### src/rtl/pivota_order_scheduler_if.sv
// Order-entry bus: strategy-side request handshakes plus the single exchange-side issue port.
// The scheduler uses the slave modport; the strategy/exchange side uses master.
interface pivota_order_scheduler_if #(
   parameter int NUM_SRC = 2
);
   localparam int SRC_W = (NUM_SRC > 1) ? $clog2(NUM_SRC) : 1;

   logic [NUM_SRC-1:0]       src_valid;
   logic [NUM_SRC-1:0]       src_ready;
   logic [NUM_SRC-1:0][3:0]  src_side;
   logic [NUM_SRC-1:0][3:0]  src_qty;
   logic                     ord_valid;
   logic                     ord_ready;
   logic [3:0]               ord_side;
   logic [3:0]               ord_qty;
   logic [SRC_W-1:0]         ord_src;

   modport master (
      output src_valid, src_side, src_qty, ord_ready,
      input  src_ready, ord_valid, ord_side, ord_qty, ord_src
   );

   modport slave (
      input  src_valid, src_side, src_qty, ord_ready,
      output src_ready, ord_valid, ord_side, ord_qty, ord_src
   );
endinterface

### src/rtl/pivota_order_scheduler.sv
// Round-robin order arbiter feeding a FIFO, with a gap-enforcing issue FSM and net-position tracking.
// Optional position-limit rejection is enabled by defining PIVOTA_POS_LIMIT_EN.
module pivota_order_scheduler #(
   parameter int NUM_SRC   = 2,
   parameter int DEPTH     = 16,
   parameter int MIN_GAP   = 3,
   parameter int POS_LIMIT = 64
) (
   input  logic                     clk,
   input  logic                     rst_n,
   pivota_order_scheduler_if.slave  bus,
   output logic signed [15:0]       net_pos,
   output logic [$clog2(DEPTH):0]   fifo_count,
   output logic                     drop_pulse,
   output logic                     reject_pulse
);
   localparam int SRC_W = (NUM_SRC > 1) ? $clog2(NUM_SRC) : 1;
   localparam int AW    = $clog2(DEPTH);
   localparam int CW    = AW + 1;
   localparam int GW    = (MIN_GAP > 1) ? $clog2(MIN_GAP + 1) : 1;

   typedef struct packed {
      logic [3:0]       side;
      logic [3:0]       qty;
      logic [SRC_W-1:0] src;
   } ord_t;

   typedef enum logic [1:0] {IDLE, ISSUE, GAP} state_t;

   state_t             state_q, state_d;
   logic [GW-1:0]      gap_q, gap_d;
   logic [SRC_W-1:0]   rr_q, rr_d;
   logic [AW-1:0]      wr_q, rd_q;
   logic [CW-1:0]      count_q, count_d;
   logic signed [15:0] pos_q, new_pos;
   ord_t               ord_q;
   ord_t               mem [DEPTH];
   logic               drop_q, reject_q;

   logic               gnt_vld;
   logic [SRC_W-1:0]   gnt_idx;
   logic [SRC_W:0]     idx;
   logic [NUM_SRC-1:0] ready;
   logic               xfer, legal, limit_hit, enq, pop, load;
   logic [3:0]         sel_side, sel_qty;

   // First valid source at or after rr_q, wrapping around.
   always_comb begin
      gnt_vld = 1'b0;
      gnt_idx = '0;
      idx     = '0;
      for (int i = 0; i < NUM_SRC; i++) begin
         idx = {1'b0, rr_q} + (SRC_W+1)'(i);
         if (idx >= (SRC_W+1)'(NUM_SRC)) idx = idx - (SRC_W+1)'(NUM_SRC);
         if (!gnt_vld && bus.src_valid[idx[SRC_W-1:0]]) begin
            gnt_vld = 1'b1;
            gnt_idx = idx[SRC_W-1:0];
         end
      end
   end

   // Full is judged on the registered count only, so a same-cycle pop never frees a slot early.
   always_comb begin
      ready = '0;
      if (gnt_vld && (count_q < CW'(DEPTH))) ready[gnt_idx] = 1'b1;
   end

   assign bus.src_ready = ready;
   assign xfer     = |ready;
   assign sel_side = bus.src_side[gnt_idx];
   assign sel_qty  = bus.src_qty[gnt_idx];
   assign legal    = (sel_side == 4'd1) || (sel_side == 4'd2);
   assign new_pos  = (sel_side == 4'd1) ? pos_q + $signed({12'd0, sel_qty})
                                        : pos_q - $signed({12'd0, sel_qty});

`ifdef PIVOTA_POS_LIMIT_EN
   logic [16:0] pos_ext, pos_abs;
   assign pos_ext   = {new_pos[15], new_pos};
   assign pos_abs   = pos_ext[16] ? (17'd0 - pos_ext) : pos_ext;
   assign limit_hit = legal && (pos_abs > 17'(POS_LIMIT));
`else
   logic unused_pos_limit;
   assign limit_hit        = 1'b0;
   assign unused_pos_limit = (POS_LIMIT != 0);
`endif

   assign enq     = xfer && legal && !limit_hit;
   assign pop     = (state_q == ISSUE) && bus.ord_ready;
   assign count_d = count_q + CW'(enq) - CW'(pop);

   always_comb begin
      rr_d = rr_q;
      if (xfer) rr_d = (gnt_idx == SRC_W'(NUM_SRC - 1)) ? '0 : gnt_idx + 1'b1;
   end

   always_comb begin
      state_d = state_q;
      gap_d   = gap_q;
      load    = 1'b0;
      case (state_q)
         IDLE: if (count_q != '0) begin
            state_d = ISSUE;
            load    = 1'b1;
         end
         ISSUE: if (bus.ord_ready) begin
            if (MIN_GAP == 0) state_d = IDLE;
            else begin
               state_d = GAP;
               gap_d   = GW'(MIN_GAP);
            end
         end
         GAP: begin
            gap_d = gap_q - 1'b1;
            if (gap_q <= GW'(1)) state_d = IDLE;
         end
         default: state_d = IDLE;
      endcase
   end

   always_ff @(posedge clk or negedge rst_n) begin
      if (!rst_n) begin
         state_q  <= IDLE;
         gap_q    <= '0;
         rr_q     <= '0;
         wr_q     <= '0;
         rd_q     <= '0;
         count_q  <= '0;
         pos_q    <= '0;
         ord_q    <= '0;
         drop_q   <= 1'b0;
         reject_q <= 1'b0;
      end else begin
         state_q  <= state_d;
         gap_q    <= gap_d;
         rr_q     <= rr_d;
         count_q  <= count_d;
         drop_q   <= xfer && !legal;
         reject_q <= xfer && legal && limit_hit;
         if (enq) begin
            wr_q  <= wr_q + 1'b1;
            pos_q <= new_pos;
         end
         if (pop)  rd_q  <= rd_q + 1'b1;
         if (load) ord_q <= mem[rd_q];
      end
   end

   always_ff @(posedge clk) begin
      if (enq) mem[wr_q] <= '{side: sel_side, qty: sel_qty, src: gnt_idx};
   end

   assign bus.ord_valid = (state_q == ISSUE);
   assign bus.ord_side  = ord_q.side;
   assign bus.ord_qty   = ord_q.qty;
   assign bus.ord_src   = ord_q.src;
   assign net_pos       = pos_q;
   assign fifo_count    = count_q;
   assign drop_pulse    = drop_q;
   assign reject_pulse  = reject_q;
endmodule

### src/flat_wrapper.sv
// flat-port wrapper written by rule: the top's interface ports become plain ports
module pivota_order_scheduler_flat 
#(
   parameter int NUM_SRC   = 2,
   parameter int DEPTH     = 16,
   parameter int MIN_GAP   = 3,
   parameter int POS_LIMIT = 64
)
  (clk, rst_n, net_pos, fifo_count, drop_pulse, reject_pulse, bus_src_valid, bus_src_side, bus_src_qty, bus_ord_ready, bus_src_ready, bus_ord_valid, bus_ord_side, bus_ord_qty, bus_ord_src);
  pivota_order_scheduler_if #(.NUM_SRC(NUM_SRC)) bus_i ();
  input  logic clk;
  input  logic rst_n;
  output logic signed [15:0] net_pos;
  output logic [$clog2(DEPTH):0] fifo_count;
  output logic drop_pulse;
  output logic reject_pulse;
  input wire logic [$bits(bus_i.src_valid)-1:0] bus_src_valid;
  input wire logic [$bits(bus_i.src_side)-1:0] bus_src_side;
  input wire logic [$bits(bus_i.src_qty)-1:0] bus_src_qty;
  input wire logic [$bits(bus_i.ord_ready)-1:0] bus_ord_ready;
  output wire logic [$bits(bus_i.src_ready)-1:0] bus_src_ready;
  output wire logic [$bits(bus_i.ord_valid)-1:0] bus_ord_valid;
  output wire logic [$bits(bus_i.ord_side)-1:0] bus_ord_side;
  output wire logic [$bits(bus_i.ord_qty)-1:0] bus_ord_qty;
  output wire logic [$bits(bus_i.ord_src)-1:0] bus_ord_src;
  assign bus_i.src_valid = bus_src_valid;
  assign bus_i.src_side = bus_src_side;
  assign bus_i.src_qty = bus_src_qty;
  assign bus_i.ord_ready = bus_ord_ready;
  assign bus_src_ready = bus_i.src_ready;
  assign bus_ord_valid = bus_i.ord_valid;
  assign bus_ord_side = bus_i.ord_side;
  assign bus_ord_qty = bus_i.ord_qty;
  assign bus_ord_src = bus_i.ord_src;
  pivota_order_scheduler #(.NUM_SRC(NUM_SRC), .DEPTH(DEPTH), .MIN_GAP(MIN_GAP), .POS_LIMIT(POS_LIMIT)) u_core (.clk(clk), .rst_n(rst_n), .bus(bus_i), .net_pos(net_pos), .fifo_count(fifo_count), .drop_pulse(drop_pulse), .reject_pulse(reject_pulse));
endmodule
### config.mk
export PLATFORM = sky130hd
export DESIGN_NAME = pivota_order_scheduler_flat
export DESIGN_NICKNAME = d
export VERILOG_FILES = /design/src/rtl/pivota_order_scheduler_if.sv /design/src/rtl/pivota_order_scheduler.sv /design/src/flat_wrapper.sv
export SDC_FILE = /design/constraint.sdc
export NUM_CORES = 1
export LEC_CHECK = 0
export CAP_MARGIN = 20
export CORE_MARGIN = 5
export CORE_UTILIZATION = 55
export CTS_CLUSTER_DIAMETER = 40
export DETAILED_ROUTE_END_ITERATION = 8
export GPL_TIMING_DRIVEN = 0
export PLACE_DENSITY = 0.75
export SYNTH_ARGS = -nofsm -noshare
export SYNTH_HDL_FRONTEND = slang
export SYNTH_SLANG_ARGS = --single-unit
### constraint.sdc
create_clock -name clk -period 4.3 [get_ports clk]
set_clock_uncertainty 0.1 [all_clocks]
set_input_delay 1.29 -clock clk [delete_from_list [all_inputs] [get_ports clk]]
set_output_delay 1.29 -clock clk [all_outputs]
set_load 0.02 [all_outputs]
# Word level (Yosys, flattened, before mapping)
# Memory sizes are Yosys's and may differ from the RTL's. A register that Yosys moved wholly into a read port is not among the register bits.
# Cells that the tools add are included.
[totals] register_bits=35 ram_bits=144 input_bits=21 output_inout_bits=35 word_cells=80 memories=1
[mem_list] name="u_core.mem" words=16 word_bits=9 read_ports=1 rd_clocked_by_memory_dff=1 write_ports=1 line="pivota_order_scheduler.sv:37" rtl="ord_t mem [DEPTH];"
[classes] n_addsub=11 n_lt_le_gt_ge=8 n_eq_ne=7 n_mux=29 n_reduce_logical=16
[ops] op="adder 16 x 5 -> 16 bit" n=1
[ops] op="two-way mux 1 bit" n=16
[ops] op="two-way mux 16 bit" n=1
[ops] op="two-way mux 4 bit" n=4
[ops] op="subtractor 16 x 5 -> 16 bit" n=1
[ops] op="two-way mux 2 bit" n=5
[ops] op="adder 4 x 1 -> 4 bit (second input constant)" n=2
[ops] op="logical AND 1 bit" n=6
[ops] op="less-than comparator 1 x 2 -> 1 bit (second input constant)" n=3
[ops] op="case mux 2 bit (3 select lines)" n=1
[ops] op="adder 5 x 1 -> 5 bit" n=1
[ops] op="less-than comparator 5 bit (second input constant)" n=1
[ops] op="nonzero test 5 bit" n=1
[ops] op="subtractor 5 x 1 -> 5 bit" n=1
[ops] op="equality test 4 x 1 -> 1 bit (second input constant)" n=1
[ops] op="equality test 4 x 2 -> 1 bit (second input constant)" n=1
[ops] op="inequality test 2 x 1 -> 1 bit (second input constant)" n=2
[ops] op="case mux 2 bit (2 select lines)" n=1
[ops] op="zero test 1 bit" n=3
[ops] op="AND reduction 3 bit" n=1
[ops] op="adder 1 x 1 -> 2 bit (second input constant)" n=1
[ops] op="equality test 2 x 1 -> 1 bit (second input constant)" n=1
[ops] op="equality test 2 bit (second input constant)" n=1
[ops] op=">= comparator 1 x 2 -> 1 bit (second input constant)" n=1
[ops] op="other kinds (13)" n=14

# Depth between registers and ports, before layout
# Gate-level depths: netlist of run 1.
[depth] depth_word=17 mapped_depth=16 mapped_depth_nobuf=16

# Least setup slack after synthesis of run 1
# No wires, ideal clock.
[synth_path] path_kind="input-to-reg" from="input bus_src_valid[0]" to="register u_core.pos_q[8] (netlist: u_core.net_pos[8])" setup_ns=0.132 t_arrival_ns=4.179 required_ns=4.068 path_slack_ns=-0.111 stages=15 path_buffers=0 cell_sequence="nand2b_2 > nand2_4 > mux2i_1 > inv_1 > nor3_1 > ha_1 > nor2_1 > a21oi_1 > ha_1 > a21o_1 > a2111oi_4 > nor2_1 > maj3_1 > xnor2_1 > o21ai_1"
[synth_via] word_cells_on_any_way=29 classes_between="add/sub (2); order compare (2); eq/ne (2); mux (16); reduce/logical (7)"
[synth_rtl] item="start, declared" line="flat_wrapper.sv:17" rtl="input wire logic [$bits(bus_i.src_valid)-1:0] bus_src_valid;"
[synth_rtl] item="two-way mux 1 bit (implied by the code) (2 in series)" line="pivota_order_scheduler.sv:55" rtl="if (!gnt_vld && bus.src_valid[idx[SRC_W-1:0]]) begin"
[synth_rtl] item="two-way mux 1 bit" line="pivota_order_scheduler.sv:55"
[synth_rtl] item="zero test 1 bit" line="pivota_order_scheduler.sv:55"
[synth_rtl] item="logical AND 1 bit" line="pivota_order_scheduler.sv:55"
[synth_rtl] item="two-way mux 1 bit *" line="pivota_order_scheduler.sv:55"
[synth_rtl] item="two-way mux 4 bit (implied by the code) * (2 in series)" line="pivota_order_scheduler.sv:71" rtl="assign sel_qty = bus.src_qty[gnt_idx];"
[synth_rtl] item="named net u_core.sel_qty[2]" line="pivota_order_scheduler.sv:45" rtl="logic [3:0] sel_side, sel_qty;"
[synth_rtl] item="subtractor 16 x 5 -> 16 bit / adder 16 x 5 -> 16 bit (equally long branches)" line="pivota_order_scheduler.sv:74, pivota_order_scheduler.sv:73"
[synth_rtl] item="two-way mux 16 bit *" line="pivota_order_scheduler.sv:73" rtl="assign new_pos = (sel_side == 4'd1) ? pos_q + $signed({12'd0, sel_qty})"
[synth_rtl] item="end signal, assigned" line="pivota_order_scheduler.sv:141" rtl="pos_q <= new_pos;"
[synth_rtl] item="end, declared" line="pivota_order_scheduler.sv:35" rtl="logic signed [15:0] pos_q, new_pos;"
# The timed path passes the listed nets; every way through them passes the cells marked *. The select of a mux whose other input is x is not followed.
# A chain may end at the register's enable or synchronous reset.

# Worst setup path in the final report of run 1
[layout_path] from="input bus_src_qty[1]" to="register u_core.pos_q[14] (netlist: u_core.net_pos[14])"
[layout_via] elab_chain_cells=4 word_cells_on_any_way=5 classes_between="add/sub (2); mux (3)"
[layout_rtl] item="start, declared" line="flat_wrapper.sv:19" rtl="input wire logic [$bits(bus_i.src_qty)-1:0] bus_src_qty;"
[layout_rtl] item="two-way mux 4 bit (implied by the code) * (2 in series)" line="pivota_order_scheduler.sv:71"
[layout_rtl] item="named net u_core.sel_qty[1]" line="pivota_order_scheduler.sv:45"
[layout_rtl] item="subtractor 16 x 5 -> 16 bit / adder 16 x 5 -> 16 bit (equally long branches)" line="pivota_order_scheduler.sv:74, pivota_order_scheduler.sv:73"
[layout_rtl] item="two-way mux 16 bit *" line="pivota_order_scheduler.sv:73"
# Marked as above.

==> impl_metrics.py, run 1 <==
metrics = {
    "run_status": {
        "status": "finished, final reports clean",
    },
    "setup_path": {
        "arrival_ns": 4.34,
        "end_kind": "register",
        "cp-start-kind": "input port",
        "crit_family": "compound AO/OA/AOI/OAI gates",
        "path_class": "input port to register",
        "slowest_stage": "clkdlybuf4s50_1",
        "slowest_delay_ns": 0.45,
        "critPathMaxFanout": 3,
        "crit_required_ns": 4.51,
        "crit_chain": "clkdlybuf4s50_1, mux2i_4, clkinv_4, nor3_4, ha_1, nor2_1, a21oi_1, ha_1, a21o_1, a2111oi_4, o41ai_2, o22a_1, a31oi_1, a21oi_1",
        "crit_buf_inv": 2,
    },
    "min_path": {
        "hold_class": "register to register",
    },
    "timing": {
        "finalSetupViolations": 0,
        "max_slew.worst_pin.slew_ns": 0.784,
        "slew_headroom": 0.477,
        "finalCritPeriodShare": 0.960,
        "finalSetupTns_ns": 0,
        "timing.final.ws_setup_ns": 0.172,
        "fin_crit_ns": 4.13,
        "hold_violations": 0,
        "drv_slew": 0,
        "max_freq_ghz": 0.242,
    },
    "detailed_routing": {
        "drtPass1Iterations": 4,
        "drc_errors": 0,
        "vias": 4798,
        "drtIter0Drc": 293,
        "routed_wl_um": 18000,
        "vias_per_cell": 5.88,
        "ant_nets": 0,
        "detail_route.wl_per_cell_um": 22.1,
    },
    "floorplanning": {
        "die_w_um": 135,
        "die_area_um2": 18100,
        "design.core.area_um2": 15200,
        "io_pins": 56,
        "die_h_um": 135,
        "start_util": 0.563,
        "rows": 45,
    },
    "cts": {
        "clkTransAtPathRegs_ns": 0.07,
        "cts_buffers": 17,
        "cts_tree": "done",
        "clock_latency_ns": 0.43,
        "cts_sinks": 188,
        "htree_num_levels": 4,
        "clock-root-buffer": "clkbuf_16",
        "clock_path_buffers": 2,
    },
    "synth": {
        "synth_cells": 529,
        "yosysTopAreaCellShare": 0.506,
        "synth.most_common_cell": "edfxtp_1",
        "synthTopCellsByArea": "edfxtp_1 51%, dfrtp_1 13%, mux4_2 12%",
        "synth_edf_count": 144,
        "synth_warnings": 0,
        "synth-seq-cells": 188,
        "synth.distinct_cells": 61,
        "synthTopCellsByCount": "144 x edfxtp_1, 45 x mux4_2, 44 x dfrtp_1, 36 x nand2_1, 27 x ha_1",
        "ys.flop_type": "edfxtp_1",
        "synth_area_leader_cell": "edfxtp_1",
        "ys_seq_area_frac": 0.634,
        "syn_area_per_cell_um2": 16.2,
        "syn_area_um2": 8550,
        "synthArstFlopShare": 0.234,
        "synth_fp_nets": 579,
    },
    "grt": {
        "grt_use_total": 0.211,
        "antenna_found_initial": 0,
        "grt_pass1_wl_um": 28200,
        "grt.overflow.total": 0,
        "grt_start_max_net_pins": 32,
        "grt_pass1_vias": 5131,
    },
    "power_and_ir_drop": {
        "p_switching_uw": 2400,
        "p_comb_frac": 0.426,
        "vdd_drop_max_mv": 0.405,
        "total_power_uw": 6870,
        "clkPwrFrac": 0.224,
        "seq_power_share": 0.350,
        "p_int_uw": 4470,
        "p_leak_uw": 0.00373,
        "power.density_nw_per_um2": 677,
        "p_sw_frac": 0.350,
    },
    "finish": {
        "layout-drive-gt1-share": 0.231,
        "nets": 665,
        "final_util": 0.668,
        "antenna_cells": 0,
        "fill_cells": 1020,
        "area_growth_pct": 18.7,
    },
    "placed_design": {
        "port_buffers": 54,
        "post-dp-hpwl_um": 12300,
        "gp_congestion": 0.797,
        "post-place-ws_ns": -1.05,
    },
    "run": {
        "drv_cap": 0,
    },
}
cell type report:
cell class,instances,area (um2),share of cell area
Buffer,19,105,0.0104
Clock buffer,18,429,0.0423
Timing Repair Buffer,67,657,0.0647
Clock inverter,14,146,0.0144
Tap cell,188,235,0.0232
Multi-Input combinational cell,298,3050,0.300
Inverter,24,104,0.0102
Sequential cell,188,5430,0.535
power by group through the flow:
| stage | Sequential [uW] | Clock [uW] | Combinational, uW |
|---|---|---|---|
| finish | 2400 | 1540 | 2930 |
| global route | 2440 | 1650 | 3180 |
| CTS | 2400 | 1550 | 2910 |
| detailed placement | 2440 | 0 | 2830 |
| global placement | 2430 | 0 | 2760 |
| floorplan | 2580 | 0 | 1840 |
path summary, 6_finish.rpt:
path | start | end | slack, ns | cells past startpoint
worst max-delay path | bus_src_qty[1] | u_core.net_pos[14] | 0.17 | 14
worst min-delay path | u_core.net_pos[15] | u_core.net_pos[15] | 0.37 | 1
worst max register to register | u_core.rr_q | u_core.net_pos[14] | 0.67 | 14
worst min register to register | u_core.net_pos[15] | u_core.net_pos[15] | 0.37 | 1
max in group asynchronous | rst_n | u_core.net_pos[13] | 2.88 | 2
min in group asynchronous | rst_n | u_core.rd_q[0] | 0.69 | 1
per-layer routing:
| metal | wire [um] | up-vias | GRT usage |
|---|---|---|---|
| li1 | - | 2207 | - |
| met1 | 7310 | 2445 | 0.267 |
| met2 | 9540 | 122 | 0.362 |
| met3 | 776 | 24 | 0.0451 |
| met4 | 411 | 0 | 0.0741 |
| met5 | 0 | - | 0 |
flip-flops by register name, summed over array words and instances (netlist names):
register             cells
u_core.mem             144
u_core.drop_pulse        1
u_core.rr_q              1
u_core.net_pos          16
u_core.state_q           2
u_core.gap_q             2
u_core.bus.ord_src       1
u_core.rd_q              4
u_core.bus.ord_side      4
u_core.bus.ord_qty       4
u_core.fifo_count        5
u_core.wr_q              4
kinds of logic after synthesis:
family,after synthesis,share of synthesized area
AO/OA/AOI/OAI,73,0.0638
XOR/XNOR,28,0.0287
adder cells (fa/ha/maj),30,0.0454
buffers and inverters,43,0.0230
flip-flops,188,0.634
multiplexers,63,0.141
other,1,0.000438
AND/OR/NAND/NOR,103,0.0631
placed cells by master, fill, tap and decap left out, types with 17 or more instances in the layout:
master           netlist  final
xnor2_1               21     21
edfxtp_1             144    144
clkbuf_16              0     17
clkdlybuf4s50_1        0     44
inv_1                 22     19
nor2_1                24     23
dfrtp_1               44     44
nand2_1               36     35
ha_1                  27     27
mux4_2                45     45
through the flow:
step / area, um2 / instances / hold WS, ns
2_1_floorplan: 8580 / 529 / 0.385
3_3_place_gp: 9350 / 771 / 0.365
3_5_place_dp: 9380 / 773 / 0.370
4_1_cts: 10100 / 809 / 0.386
5_1_grt: 10100 / 816 / 0.403
6_report: 10100 / 816 / 0.375
timing repair:
item                                    CTS  global route
buffers inserted                          4             7
endpoints found under the setup margin   10             7
pin swaps                                 3            10
gates resized for setup                  20            19
hold buffers                              0             0
cloned                                    0             0
endpoints found under the hold margin     0             0
(Power assumes the default switching activity.)
==> inputs of run 2 (changes only) <==
PLACE_DENSITY = 0.82   (was 0.75)
==> impl_metrics.py, run 2 (same netlist as run 1, synthesis figures left out) <==
metrics = {
    "run_status": {
        "status": "finished, final reports clean",
    },
    "setup_path": {
        "timing.rr.end": "u_core.net_pos[8]",
        "rr_startpoint": "u_core.rr_q",
        "crit_end": "u_core.net_pos[15]",
        "r2r_slack_ns": 0.62,
        "crit_required_ns": 4.51,
        "critPathLaunch": "bus_src_side[1]",
        "cp-start-kind": "input port",
        "critPathMaxFanout": 6,
        "end_kind": "register",
        "rr_worst_depth": 15,
        "arrival_ns": 4.49,
        "path_class": "input port to register",
    },
    "floorplanning": {
        "rows": 45,
        "die_w_um": 135,
        "die_area_um2": 18100,
        "design.core.area_um2": 15200,
        "io_pins": 56,
        "die_h_um": 135,
        "start_util": 0.563,
    },
    "finish": {
        "antenna_cells": 0,
        "nets": 665,
        "final_util": 0.669,
        "largest_register_ffs": 144,
        "layout_commonest_cell": "edfxtp_1",
        "final_cell_area_um2": 10200,
        "area_growth_pct": 19.0,
        "top_register": "u_core.mem",
        "final_cell_mix": "144 x edfxtp_1, 47 x clkdlybuf4s50_1, 45 x mux4_2, 44 x dfrtp_1, 35 x nand2_1",
        "layout-drive-gt1-share": 0.232,
    },
    "detailed_routing": {
        "ant_nets": 0,
        "drtIter0Drc": 495,
        "drtPass1Iterations": 5,
        "routed.top_layer": "met4",
        "met3_length_um": 924,
        "drc_errors": 0,
        "vias_per_cell": 6.00,
        "met1Wirelength_um": 7300,
        "vias": 4894,
        "route.met2.wl_um": 10100,
        "routed_wl_um": 18600,
        "detail_route.wl_per_cell_um": 22.8,
    },
    "timing": {
        "max_slew.worst_pin.slew_ns": 0.801,
        "finalCritPeriodShare": 0.995,
        "finalSetupViolations": 0,
        "drv_slew": 0,
        "hold_violations": 0,
        "slew_headroom": 0.466,
        "grt_setup_unrepaired": "true",
        "max_freq_ghz": 0.234,
        "fin_crit_ns": 4.28,
    },
    "grt": {
        "grt_pass1_vias": 5235,
        "grt.overflow.total": 0,
        "grt_start_max_net_pins": 32,
        "grt_use_total": 0.218,
        "antenna_found_initial": 0,
        "grt_pass1_wl_um": 29300,
    },
    "power_and_ir_drop": {
        "vdd_drop_max_mv": 0.447,
        "p_leak_uw": 0.00371,
        "power.density_nw_per_um2": 687,
    },
    "placed_design": {
        "placed_cell_area_um2": 9380,
        "post-dp-hpwl_um": 12300,
        "port_buffers": 54,
        "gp_congestion": 0.823,
    },
    "cts": {
        "clkTransAtPathRegs_ns": 0.07,
        "clock-root-buffer": "clkbuf_16",
        "clock_latency_ns": 0.43,
        "cts_sinks": 188,
        "cts_tree": "done",
        "holdBufCountCts": 0,
        "cts_buffers": 17,
        "clock_path_buffers": 2,
        "htree_num_levels": 4,
    },
    "run": {
        "drv_cap": 0,
    },
    "min_path": {
        "hold_class": "register to register",
    },
}
run 2: power by group:
group          internal [uW]  leakage [uW]  total (uW)  switching [uW]
Clock                    883      0.000292        1600             721
Combinational           1420       0.00160        2980            1560
Sequential              2220       0.00182        2410             188
Total                   4530       0.00371        6990            2460
run 2: repair_timing:
item | 4_1_cts | 5_1_grt
pin swaps | 4 | 8
buffers inserted | 6 | 5
resized for setup | 15 | 22
endpoints found under the setup margin | 10 | 8
run 2: worst max-delay path, stage by stage:
cell	delay, ns
clkdlybuf4s50_1	0.52
inv_1	0.10
o2111ai_4	0.16
nand2_4	0.13
buf_4	0.17
a21oi_1	0.32
ha_1	0.37
nor2b_1	0.16
o21ai_0	0.32
o21ai_0	0.21
a2111oi_1	0.38
o21ba_1	0.23
xnor2_1	0.14
run 2: cell type report:
type,instances,area [um2]
plain buffers,19,105
clock buffers,18,429
clock inverters,14,176
fillers,1004,5020
inverters,24,104
multi-input cells,298,3050
flip-flops and latches,188,5430
well taps,188,235
repair buffers,67,649
run 2: worst min path at each step:
stage / to / from / cells past startpoint / slack (ns)
after detailed placement: u_core.net_pos[15] / u_core.net_pos[15] / 1 / 0.37
after global placement: u_core.net_pos[15] / u_core.net_pos[15] / 1 / 0.37
after global routing: u_core.net_pos[15] / u_core.net_pos[15] / 1 / 0.41
after CTS: u_core.net_pos[15] / u_core.net_pos[15] / 1 / 0.40
after floorplan: u_core.rr_q / u_core.rr_q / 1 / 0.38
final: u_core.net_pos[15] / u_core.net_pos[15] / 1 / 0.40
run 2: metrics by stage:
| step | setup TNS [ns] | total power [uW] | hold WS (ns) | instances | setup WS, ns |
|---|---|---|---|---|---|
| floorplan | 0 | 4420 | 0.385 | 529 | 0.00521 |
| finish | 0 | 6990 | 0.395 | 816 | 0.0210 |
| CTS | 0 | 6950 | 0.395 | 811 | 0.00251 |
| global placement | -10.34 | 5160 | 0.368 | 771 | -0.915 |
| global route | -0.0249 | 7380 | 0.410 | 816 | -0.0240 |
| detailed placement | -8.63 | 5280 | 0.375 | 773 | -0.994 |
run 2: layer usage:
layer  global-route usage  vias to the layer above
met4               0.0633                        0
met3               0.0462                       24
met2                0.387                      174
met5                    0                        -
li1                     -                     2207
met1                0.270                     2489
==> edit, RTL diff (flow settings as in run 1) <==
Make the reset (`rst_n`) synchronous in one clocked block.
--- a/src/rtl/pivota_order_scheduler.sv
+++ b/src/rtl/pivota_order_scheduler.sv
@@ -117,7 +117,7 @@
       endcase
    end
 
-   always_ff @(posedge clk or negedge rst_n) begin
+   always_ff @(posedge clk) begin
       if (!rst_n) begin
          state_q  <= IDLE;
          gap_q    <= '0;
Check against the original RTL: differs if rst_n is asserted again (counterexample within 4 cycles, from zero or initial values and one cycle with rst_n low); with rst_n held inactive, the same outputs for 10 cycles.
==> edit against run 1 <==
Setup slack better by 57 ps; area after synthesis down 2.5%; first-iteration DRC count increased by 55%; design area down 2.2%; sequential cell count did not move; worst hold slack gained 23 ps; utilization shrank 0.73 points; count of clock-buffer cells in the layout is 4 higher; critical path type unchanged; wire length is 2.0% higher; global-route usage up 0.86 points; critical endpoint is now u_core.net_pos[15]$_SDFFE_PN0P_.
Power is not compared: it rests on default switching activity, and its combinational part moved more than twofold at a synthesized area within 25%.
==> edit: results <==
[status]
status = "finished, final reports clean"

[grt]
grt_max_degree = 18
use_met2 = 0.366
use_met3 = 0.0495
grt_pass1_wl_um = 28800

[min_path]
hold_depth = 2
hold_end = "u_core.net_pos[15]$_SDFFE_PN0P_"
hold_start = "u_core.net_pos[15]$_SDFFE_PN0P_"

[timing]
whs_ps = 397
finalCriticalPeriod_ps = 4070
worstMarginPinSlew_ps = 920

[finish]
layout.nets = 676
fillerInstances = 1029

[yosys]
synthAdderAreaFrac = 0.0483
syn_inst = 537
ys_async_sr_fraction = 0
ys_seq_area_frac = 0.624
muxShareOfSynthArea = 0.159
synth_commonest_cells = "144 x edfxtp_1, 45 x mux4_2, 44 x dfxtp_1"

[detailed_routing]
dr_wl_met3_um = 1100
drt_iter0_markers = 454
wirelength_um = 18400
dr.pass1.iters = 5
met1_length_um = 7280
dr_wl_met2_um = 9510

[setup_path]
cp_slowest_stage_delay_ps = 380
worstSetupStartpoint = "bus_src_valid[0]"
cp_max_fo = 5
slowest_stage = "ha_1"
ff2ff_setup_slack_ps = 770
rr_worst_depth = 16

[placed_design]
finalWeightedCongestion = 0.893
hpwl_um = 12100
pre_cts_slack_ps = -1220
port_buffers = 53
edit: cell count changes after synthesis, sizes merged, moves of 8 or more:
| cell | change |
|---|---|
| o21ai | -12 |
| nand2 | -13 |
| mux2 | -8 |
| dfrtp | -44 |
| nor2b | +19 |
| dfxtp | +44 |
| mux2i | +21 |
edit: what timing repair did:
item | in CTS | in global routing
setup endpoints to repair | 11 | 102
resized for setup | 28 | 11
pin swaps | 12 | 8
setup buffers | 14 | 1
edit: final cells by class:
type                       instances  area [um^2]  area share
sequential                       188         5200       0.524
multi-input combinational        308         3100       0.312
timing repair buffer              68          632      0.0637
clock buffer                      22          444      0.0447
tap                              188          235      0.0237
buffer                            25          128      0.0129
clock inverter                    10         98.8     0.00996
inverter                          16         82.6     0.00832
edit: power groups by stage:
stage	registers [mW]	clock network [mW]	logic, mW
2_1_floorplan	2.25	0	0.814
3_3_place_gp	2.17	0	1.24
3_5_place_dp	2.18	0	1.29
4_1_cts	2.14	1.48	1.35
5_1_grt	2.15	1.57	1.49
6_report	2.14	1.47	1.37
